--- src/rtl/multdiv_ctrl_if.sv ---
// Start/result bundle between pipeline control (master) and the iterative
// multiply/divide unit (slave).
interface multdiv_ctrl_if #(
  parameter int unsigned WIDTH = 32
);
  logic             ctrl_MULT;
  logic             ctrl_DIV;
  logic [WIDTH-1:0] data_operandA;
  logic [WIDTH-1:0] data_operandB;
  logic [WIDTH-1:0] data_result;
  logic             data_exception;
  logic             data_resultRDY;
  logic             busy;

  modport master (
    output ctrl_MULT, ctrl_DIV, data_operandA, data_operandB,
    input  data_result, data_exception, data_resultRDY, busy
  );

  modport slave (
    input  ctrl_MULT, ctrl_DIV, data_operandA, data_operandB,
    output data_result, data_exception, data_resultRDY, busy
  );
endinterface

--- src/rtl/multdiv_ctrl.sv ---
// Iterative signed multiply / divide sequencer over one shared adder, WIDTH+3 cycle latency.
// Optional: MULTDIV_EARLY_ZERO_EN finishes zero-operand operations straight from SETUP.
module multdiv_ctrl #(
  parameter int unsigned WIDTH = 32
) (
  input logic           clock,
  input logic           reset,
  multdiv_ctrl_if.slave bus
);
  localparam int unsigned CntW = (WIDTH > 1) ? $clog2(WIDTH) : 1;
  localparam logic [WIDTH-1:0] IntMin = {1'b1, {(WIDTH-1){1'b0}}};

  typedef enum logic [2:0] {StIdle, StSetup, StRun, StFixup, StDone} state_e;

  state_e             state_q;
  logic               div_q, sign_q, div0_q, ovf_q;
  logic [WIDTH-1:0]   a_q, b_q;
  logic [2*WIDTH-1:0] prod_q;
  logic [WIDTH:0]     rem_q;
  logic [CntW-1:0]    cnt_q;
  logic [WIDTH-1:0]   result_q;
  logic               exc_q, rdy_q, busy_q;

  logic               start;
  logic [WIDTH-1:0]   abs_a, abs_b;
  logic [WIDTH:0]     add_x, add_y;
  logic               add_cin;
  logic [WIDTH+1:0]   add_sum;
  logic [2*WIDTH-1:0] prod_signed;
  logic [WIDTH:0]     prod_top;
  logic               mult_ovf;

  assign start = bus.ctrl_MULT | bus.ctrl_DIV;

  // Shared adder: negation in SETUP/FIXUP, accumulate (MULT) or trial subtract (DIV) in RUN.
  always_comb begin
    add_x   = '0;
    add_y   = '0;
    add_cin = 1'b0;
    case (state_q)
      StSetup: begin
        add_x   = {1'b0, ~a_q};
        add_cin = 1'b1;
      end
      StRun: begin
        if (div_q) begin
          add_x   = rem_q;
          add_y   = ~{1'b0, b_q};
          add_cin = 1'b1;
        end else begin
          add_x = {1'b0, prod_q[2*WIDTH-1:WIDTH]};
          add_y = prod_q[0] ? {1'b0, a_q} : '0;
        end
      end
      StFixup: begin
        add_x   = {1'b0, ~prod_q[WIDTH-1:0]};
        add_cin = 1'b1;
      end
      default: ;
    endcase
  end

  assign add_sum = {1'b0, add_x} + {1'b0, add_y} + {{(WIDTH+1){1'b0}}, add_cin};

  assign abs_a = a_q[WIDTH-1] ? add_sum[WIDTH-1:0] : a_q;
  assign abs_b = b_q[WIDTH-1] ? (~b_q + {{(WIDTH-1){1'b0}}, 1'b1}) : b_q;

  assign prod_signed = sign_q ? (~prod_q + {{(2*WIDTH-1){1'b0}}, 1'b1}) : prod_q;
  assign prod_top    = prod_signed[2*WIDTH-1:WIDTH-1];
  assign mult_ovf    = ~((&prod_top) | ~(|prod_top));

  always_ff @(posedge clock or negedge reset) begin
    if (!reset) begin
      state_q  <= StIdle;
      div_q    <= 1'b0;
      sign_q   <= 1'b0;
      div0_q   <= 1'b0;
      ovf_q    <= 1'b0;
      a_q      <= '0;
      b_q      <= '0;
      prod_q   <= '0;
      rem_q    <= '0;
      cnt_q    <= '0;
      result_q <= '0;
      exc_q    <= 1'b0;
      rdy_q    <= 1'b0;
      busy_q   <= 1'b0;
    end else if (start) begin
      // A start in any state (re)launches; an aborted operation never reports.
      state_q <= StSetup;
      div_q   <= ~bus.ctrl_MULT;
      a_q     <= bus.data_operandA;
      b_q     <= bus.data_operandB;
      cnt_q   <= '0;
      rdy_q   <= 1'b0;
      busy_q  <= 1'b1;
    end else begin
      case (state_q)
        StSetup: begin
          sign_q  <= a_q[WIDTH-1] ^ b_q[WIDTH-1];
          div0_q  <= (b_q == '0);
          ovf_q   <= (a_q == IntMin) && (&b_q);
          a_q     <= abs_a;
          b_q     <= abs_b;
          // DIV: rem holds the next trial operand; dividend bits queue up in prod low word.
          rem_q   <= {{WIDTH{1'b0}}, abs_a[WIDTH-1]};
          prod_q  <= div_q ? {{WIDTH{1'b0}}, abs_a[WIDTH-2:0], 1'b0}
                           : {{WIDTH{1'b0}}, abs_b};
          state_q <= StRun;
`ifdef MULTDIV_EARLY_ZERO_EN
          if ((a_q == '0) || (b_q == '0)) begin
            result_q <= '0;
            exc_q    <= div_q && (b_q == '0);
            rdy_q    <= 1'b1;
            state_q  <= StDone;
          end
`endif
        end
        StRun: begin
          if (div_q) begin
            rem_q <= {(add_sum[WIDTH+1] ? add_sum[WIDTH-1:0] : rem_q[WIDTH-1:0]),
                      prod_q[WIDTH-1]};
            prod_q[WIDTH-1:0] <= {prod_q[WIDTH-2:0], add_sum[WIDTH+1]};
          end else begin
            prod_q <= {add_sum[WIDTH:0], prod_q[WIDTH-1:1]};
          end
          cnt_q <= cnt_q + CntW'(1);
          if (cnt_q == CntW'(WIDTH-1)) begin
            cnt_q   <= '0;
            state_q <= StFixup;
          end
        end
        StFixup: begin
          if (div_q) begin
            result_q <= div0_q ? '0 : (sign_q ? add_sum[WIDTH-1:0] : prod_q[WIDTH-1:0]);
            exc_q    <= div0_q | ovf_q;
          end else begin
            result_q <= prod_signed[WIDTH-1:0];
            exc_q    <= mult_ovf;
          end
          rdy_q   <= 1'b1;
          state_q <= StDone;
        end
        StDone: begin
          rdy_q   <= 1'b0;
          busy_q  <= 1'b0;
          state_q <= StIdle;
        end
        default: state_q <= StIdle;
      endcase
    end
  end

  assign bus.data_result    = result_q;
  assign bus.data_exception = exc_q;
  assign bus.data_resultRDY = rdy_q;
  assign bus.busy           = busy_q;
endmodule

--- src/flat_wrapper.sv ---
// flat-port wrapper written by rule: the top's interface ports become plain ports
module multdiv_ctrl_flat 
#(
  parameter int unsigned WIDTH = 32
)
  (clock, reset, bus_ctrl_MULT, bus_ctrl_DIV, bus_data_operandA, bus_data_operandB, bus_data_result, bus_data_exception, bus_data_resultRDY, bus_busy);
  multdiv_ctrl_if #(.WIDTH(WIDTH)) bus_i ();
  input logic clock;
  input logic reset;
  input wire logic [$bits(bus_i.ctrl_MULT)-1:0] bus_ctrl_MULT;
  input wire logic [$bits(bus_i.ctrl_DIV)-1:0] bus_ctrl_DIV;
  input wire logic [$bits(bus_i.data_operandA)-1:0] bus_data_operandA;
  input wire logic [$bits(bus_i.data_operandB)-1:0] bus_data_operandB;
  output wire logic [$bits(bus_i.data_result)-1:0] bus_data_result;
  output wire logic [$bits(bus_i.data_exception)-1:0] bus_data_exception;
  output wire logic [$bits(bus_i.data_resultRDY)-1:0] bus_data_resultRDY;
  output wire logic [$bits(bus_i.busy)-1:0] bus_busy;
  assign bus_i.ctrl_MULT = bus_ctrl_MULT;
  assign bus_i.ctrl_DIV = bus_ctrl_DIV;
  assign bus_i.data_operandA = bus_data_operandA;
  assign bus_i.data_operandB = bus_data_operandB;
  assign bus_data_result = bus_i.data_result;
  assign bus_data_exception = bus_i.data_exception;
  assign bus_data_resultRDY = bus_i.data_resultRDY;
  assign bus_busy = bus_i.busy;
  multdiv_ctrl #(.WIDTH(WIDTH)) u_core (.clock(clock), .reset(reset), .bus(bus_i));
endmodule
--- config.mk ---
export PLATFORM = sky130hd
export DESIGN_NAME = multdiv_ctrl_flat
export DESIGN_NICKNAME = d
export VERILOG_FILES = /design/src/rtl/multdiv_ctrl_if.sv /design/src/rtl/multdiv_ctrl.sv /design/src/flat_wrapper.sv
export SDC_FILE = /design/constraint.sdc
export NUM_CORES = 1
export LEC_CHECK = 0
export ABC_AREA = 0
export CAP_MARGIN = 10
export CORE_AREA = 2 2 221 223
export CTS_CLUSTER_DIAMETER = 30
export DETAILED_ROUTE_END_ITERATION = 16
export DIE_AREA = 0 0 223 225
export DONT_BUFFER_PORTS = 1
export REMOVE_ABC_BUFFERS = 1
export SETUP_SLACK_MARGIN = 0.3
export SLEW_MARGIN = 30
export SYNTH_ARGS = -nofsm -noshare
export SYNTH_HDL_FRONTEND = slang
export SYNTH_SLANG_ARGS = --single-unit
--- constraint.sdc ---
create_clock -name clock -period 4.8 [get_ports clock]
set_clock_uncertainty 0.1 [all_clocks]
set_input_delay 0.72 -clock clock [delete_from_list [all_inputs] [get_ports clock]]
set_output_delay 0.72 -clock clock [all_outputs]
set_load 0.1 [all_outputs]
**Word-level counts from Yosys, hierarchy flattened**

Index checks and enable logic that the tools add are counted.

- $add $sub $neg: 5
- Eq/ne operators: 9
- Multiplexer cells: 35
- Bitwise operators: 13
- Reductions and logical operators: 16

Operators with widths:

| operator | number |
|---|---|
| 32-bit two-way mux | 14 |
| 33-bit two-way mux | 4 |
| 64-bit case mux with 2 select lines | 1 |
| 33-bit case mux with 3 select lines | 1 |
| 32-bit inverter | 3 |
| 33-bit case mux with 2 select lines | 1 |
| 64-bit by 1-bit adder with 64-bit output, second input constant | 1 |
| 64-bit two-way mux | 1 |
| 64-bit inverter | 1 |
| 33-bit by 33-bit adder with 34-bit output | 1 |
| 34-bit by 1-bit adder with 34-bit output | 1 |
| 32-bit inverter with 33-bit output | 1 |
| 33-bit AND reduction | 1 |
| 33-bit OR reduction | 1 |
| 32-bit by 1-bit adder with 32-bit output, second input constant | 1 |
| 32-bit == test, second input constant | 1 |
| 32-bit logical NOT | 1 |
| 32-bit AND reduction | 1 |
| 5-bit two-way mux | 3 |
| 3-bit case mux with 3 select lines | 1 |
| 2-bit nonzero test | 4 |
| 3-bit by 2-bit == test with 1-bit output, second input constant | 2 |
| 3-bit two-way mux | 2 |
| 2-bit AND reduction | 3 |
| other kinds (16) | 27 |

- Bits in registers: 208
- Input port bits: 68
- Output and inout port bits: 35

**Longest topological paths before layout**

- Depth in word-level cells: 8
- Depth in mapped cells: 21
- Depth with buffers taken out: 18

**Worst setup path after synthesis**

OpenSTA, ideal clock, no wires.

- Path type: register to register
- Start: reg u_core.state_q[0]
- End: reg u_core.rem_q[14]
- Library setup time: 0.133 ns
- Arrival time: 4.505 ns
- Required time: 4.567 ns
- Slack: 0.062 ns
- Cell stages (with the launch flop): 21
- Clock period less this slack: 4.738 ns
- Path through: dfrtp_1 nand2b_1 clkbuf_1 or2_2 clkbuf_1 nor3_1 clkbuf_1 nand2_1 o21ai_0 ha_1 a21oi_1 o21ai_0 a21oi_1 nor2_1 o41ai_1 o21ai_0 a21oi_1 buf_1 buf_2 mux2i_1 o21ai_0

- Longest elaborated chain between the ends: 7
- Elaborated cells between the ends (all ways): 15
- Classes of those cells: add/sub: 2; eq/ne: 4; mux: 6; reduce/logical: 3

RTL lines:

| item | line | source |
|---|---|---|
| start: declaration | multdiv_ctrl.sv:15 | `state_e state_q;` |
| start signal: assignment | multdiv_ctrl.sv:74 | `state_q <= StIdle;` |
| start signal: assignment | multdiv_ctrl.sv:90 | `state_q <= StSetup;` |
| start signal: assignment | multdiv_ctrl.sv:109 | `state_q <= StRun;` |
| 3-bit by 2-bit == test with 1-bit output, or another cell as far along | multdiv_ctrl.sv:40 | `case (state_q)` |
| 33-bit case mux with 3 select lines, or another cell as far along | multdiv_ctrl.sv:40 |  |
| 33-bit by 33-bit adder with 34-bit output or 1-bit case mux with 2 select lines (tied branches) | multdiv_ctrl.sv:63, multdiv_ctrl.sv:40 |  |
| 34-bit by 1-bit adder with 34-bit output | multdiv_ctrl.sv:63 | `assign add_sum = {1'b0, add_x} + {1'b0, add_y} + {{(WIDTH+1){1'b0}}, add_cin};` |
| 32-bit two-way mux | multdiv_ctrl.sv:121 | `rem_q <= {(add_sum[WIDTH+1] ? add_sum[WIDTH-1:0] : rem_q[WIDTH-1:0]),` |
| 33-bit two-way mux | multdiv_ctrl.sv:120 | `if (div_q) begin` |
| 33-bit case mux with 2 select lines | multdiv_ctrl.sv:98 | `case (state_q)` |
| end signal: assignment | multdiv_ctrl.sv:106 | `rem_q <= {{WIDTH{1'b0}}, abs_a[WIDTH-1]};` |
| end signal: assignment | multdiv_ctrl.sv:121 |  |
| end: declaration | multdiv_ctrl.sv:19 | `logic [WIDTH:0] rem_q;` |

Parallel ways exist; a longest one is shown, timed or not. The select of a mux whose other input is x is not followed.
A chain may end at the register's enable or synchronous reset.

**Worst setup path in the final report**

- Start: reg u_core.state_q[2]
- End: reg u_core.prod_q[15]

- Longest elaborated chain between the ends: 7
- Elaborated cells between the ends (all ways): 14
- Classes of those cells: add/sub: 2; eq/ne: 3; mux: 6; reduce/logical: 3

RTL lines:

| item | line | source |
|---|---|---|
| 3-bit by 2-bit == test with 1-bit output, or another cell as far along | multdiv_ctrl.sv:40 |  |
| 33-bit case mux with 3 select lines, or another cell as far along | multdiv_ctrl.sv:40 |  |
| 33-bit by 33-bit adder with 34-bit output or 1-bit case mux with 2 select lines (tied branches) | multdiv_ctrl.sv:63, multdiv_ctrl.sv:40 |  |
| 34-bit by 1-bit adder with 34-bit output | multdiv_ctrl.sv:63 |  |
| 32-bit two-way mux | multdiv_ctrl.sv:65 | `assign abs_a = a_q[WIDTH-1] ? add_sum[WIDTH-1:0] : a_q;` |
| 32-bit two-way mux | multdiv_ctrl.sv:107 | `prod_q <= div_q ? {{WIDTH{1'b0}}, abs_a[WIDTH-2:0], 1'b0}` |
| 64-bit case mux with 2 select lines | multdiv_ctrl.sv:98 |  |
| end signal: assignment | multdiv_ctrl.sv:107 |  |
| end signal: indexed assignment | multdiv_ctrl.sv:123 | `prod_q[WIDTH-1:0] <= {prod_q[WIDTH-2:0], add_sum[WIDTH+1]};` |
| end signal: assignment | multdiv_ctrl.sv:125 | `prod_q <= {add_sum[WIDTH:0], prod_q[WIDTH-1:1]};` |
| end: declaration | multdiv_ctrl.sv:18 | `logic [2*WIDTH-1:0] prod_q;` |

Parallel ways exist; a longest one is shown, timed or not.

==> results.ini <==
[sta]
rsz0062_at_grt=true
whs_ps=-249
post-route-period-util_pct=90.6
finalSetupTns_ps=0
fin_crit_ps=4350
maxSlewHeadroom_pct=32.4
report.final.slew_viol_count=0
fmax_ghz=0.230
setup_viol=0
worst_pin_slew_ps=1010
hold_violations=208

[final_layout]
area_growth_pct=17.8
diodes=0
fin_nets=2229
nFillCells=4771
fin_area_sq_um=19500
drive_gt1_share_pct=12.6

[power_and_ir_drop]
finalPower_w=0.00879
cellLeakagePower_nw=8.42
ir_drop_v=0.000234
power.density_nw_per_um2=451

[critical_path]
crit_type=reg -> reg
critical_path.max_fanout=8
worstPathCellList=buf_4 > or2_2 > nor3_4 > buf_4 > nand2_1 > o21ai_0 > ha_2 > a2111oi_4 > a2111oi_2 > o21ai_2 > buf_4 > nand2_1 > a21o_1 > a21o_1 > xnor2_1 > mux2i_1 > mux4_2 > mux2_2
regToRegStartpoint=u_core.state_q[2]
critPathBufInv=3
r2r_slack_ps=450
cp_slowest_stage_delay_ps=480
crit_path_frequent_cell=buf_4
cp.depth=18
worst-r2r-cell-count=18
worstPathArrival_ps=4700
timing.rr.end=u_core.prod_q[15]
end_kind=flip-flop
cp_top_family=compound AO/OA/AOI/OAI gates
cp.required_ps=5160
startpoint_type=flip-flop
slowest_stage=mux4_2

[synth]
synthArstFlopShare_pct=100
synth_edf_count=0
ys_ff_latch=208
synthFlopType=dfrtp_1
yosys_warnings=0
netlist_area_sq_um=16500
yosysTopAreaCellShare_pct=31.5
netlist_top_cells_count=nand2_1, o21ai_0, nor2_1, dfrtp_1, a21oi_1
post-synth-top-count-cell=nand2_1
yosys.area.top_type=dfrtp_1
yosys-top-cells-area=dfrtp_1, o21ai_0, mux2i_1
ys_seq_area_share_pct=31.5
synth_cells=2148
synth_area_per_cell_sq_um=7.70
synth_cell_type_count=74

[floorplanning]
dieArea_sq_um=50200
ios=103
start_util_pct=34.8
fp.dieH_microns=225
num_rows=80
die_w_microns=223
core_region_area_sq_um=47500

[placed_design]
dpl_cell_area_sq_um=17500
dp_hpwl_mm=47.5
gp_congestion=1.00
port_buffers=0

[grt]
grt_pass1_wl_mm=100
grt_pass1_vias=16254
track_usage_pct=26.0
grt_max_degree=209
antenna_found_initial=3
grt_overflow=0

[cts]
cts_tree=yes
cts_buffer_depth=3
cts_num_sinks=208
path_clk_slew_ps=50
clock_latency_ps=580
cts_made_buffers=50
htreeDepth=2
root_buffer=clkbuf_16

[detailed_routing]
dr.pass1.iters=6
drt_iter0_drc=1855
drc_errors=0
vias_per_cell=6.05
routed_wl_mm=66.4
ant_nets=0
routedWlPerCell_microns=23.9
dr_total_vias=16797

[run_status]
violations=negative hold slack
status=complete, but fails checks

[hold_path]
hp-class=in -> async

[flow_run]
max-cap-violations=0

## what timing repair did
action,in CTS,in global routing
buffers inserted,0,3
pin swaps,0,13
gates cloned,0,3
hold endpoints to repair,208,208
gates resized for setup,6,25
endpoints found under the setup margin,39,66
## flip-flops by register name, indices dropped and copies added (netlist names)
| name | flops |
|---|---|
| u_core.state_q | 3 |
| u_core.prod_q | 64 |
| u_core.ovf_q | 1 |
| u_core.rem_q | 33 |
| u_core.bus.data_result | 32 |
| u_core.cnt_q | 5 |
| u_core.bus.busy | 1 |
| u_core.bus.data_resultRDY | 1 |
| u_core.a_q | 32 |
| u_core.sign_q | 1 |
| u_core.div0_q | 1 |
| u_core.b_q | 32 |
| u_core.div_q | 1 |
| u_core.bus.data_exception | 1 |
## routing by layer
metal | GRT usage [%] | part of all wire, % | vias up | wire, microns
met5 | 0 | 0.041 | - | 27
met4 | 14.2 | 5.3 | 4 | 3520
met3 | 4.55 | 8.2 | 188 | 5470
met2 | 39.3 | 43 | 817 | 28900
met1 | 35.2 | 43 | 8110 | 28600
li1 | - | - | 7678 | -
## cells by family (layout without fill, tap and decap cells)
logic type	Yosys count	in the layout	synth area share [%]
simple gates	756	756	20.8
compound gates	670	670	24.6
buf+inv	221	233	5.24
flops	208	208	31.5
mux	137	137	8.67
xor+xnor	117	117	6.19
fa+ha+maj	39	39	3.04
## layout make-up
class	instances	area (sq um)	share of cell area, %
Tap cell	615	769	3.95
Inverter	30	113	0.578
Timing Repair Buffer	113	967	4.96
Clock buffer	56	1340	6.85
Multi-Input combinational cell	1719	10600	54.6
Clock inverter	34	454	2.33
Sequential cell	208	5220	26.8
## worst register-to-register path, stage by stage, from the launching register on
cell and delay (ps):
dfrtp_1 400, buf_4 170, or2_2 330, nor3_4 290, buf_4 220, nand2_1 60, o21ai_0 90, ha_2 350
a2111oi_4 400, a2111oi_2 100, o21ai_2 110, buf_4 160, nand2_1 70, a21o_1 190, a21o_1 180, xnor2_1 180
mux2i_1 100, mux4_2 480, mux2_2 270
## worst max path at each step
stage                            startpoint                         end  slack [ps]
after CTS                 u_core.state_q[2]  u_core.bus.data_result[28]         330
after global placement    u_core.state_q[2]           u_core.prod_q[15]         250
after detailed placement  u_core.state_q[2]            u_core.rem_q[31]         230
final                     u_core.state_q[2]           u_core.prod_q[15]         450
after floorplan                u_core.div_q            u_core.rem_q[30]       -5130
after global routing      u_core.state_q[2]  u_core.bus.data_result[28]         260
## metrics by stage
step / utilization, % / cells / setup WS [ps]
finish: 41.0 / 2775 / 452
CTS: 40.5 / 2769 / 328
global route: 41.0 / 2775 / 264
global placement: 36.7 / 2679 / 248
detailed placement: 36.8 / 2679 / 232
floorplan: - / 1957 / -5130
## placed cells by master (no fill, tap or decap), drive strengths merged, types with 7 or more instances in the layout
cell type | synthesis | layout
bufinv | 0 | 9
nor3 | 38 | 38
inv | 30 | 34
and2 | 7 | 7
nand2b | 8 | 8
o31ai | 31 | 31
o221ai | 11 | 11
a22o | 20 | 20
clkbuf | 155 | 59
o211ai | 11 | 11
o21bai | 8 | 8
or3 | 27 | 27
a31oi | 14 | 14
nand3 | 23 | 23
nand2 | 314 | 314
clkinv | 0 | 14
xor2 | 70 | 70
clkinvlp | 0 | 7
ha | 37 | 37
o41ai | 25 | 25
nor2 | 221 | 221
xnor2 | 47 | 47
or4 | 20 | 20
and3 | 8 | 8
o21a | 13 | 13
a211oi | 20 | 20
nand4 | 23 | 23
a21o | 20 | 20
mux2 | 11 | 11
nor4bb | 8 | 8
nor4 | 17 | 17
mux2i | 122 | 122
buf | 36 | 110
dfrtp | 208 | 208
a21oi | 174 | 174
o21ai | 265 | 265
or2 | 14 | 14
## power breakdown
group	switching (W)	total (W)	internal, W
Combinational	0.00115	0.00193	0.000775
Clock	0.00112	0.00359	0.00248
Sequential	0.00128	0.00326	0.00198
Note: power is estimated with default switching activity, not from simulation.
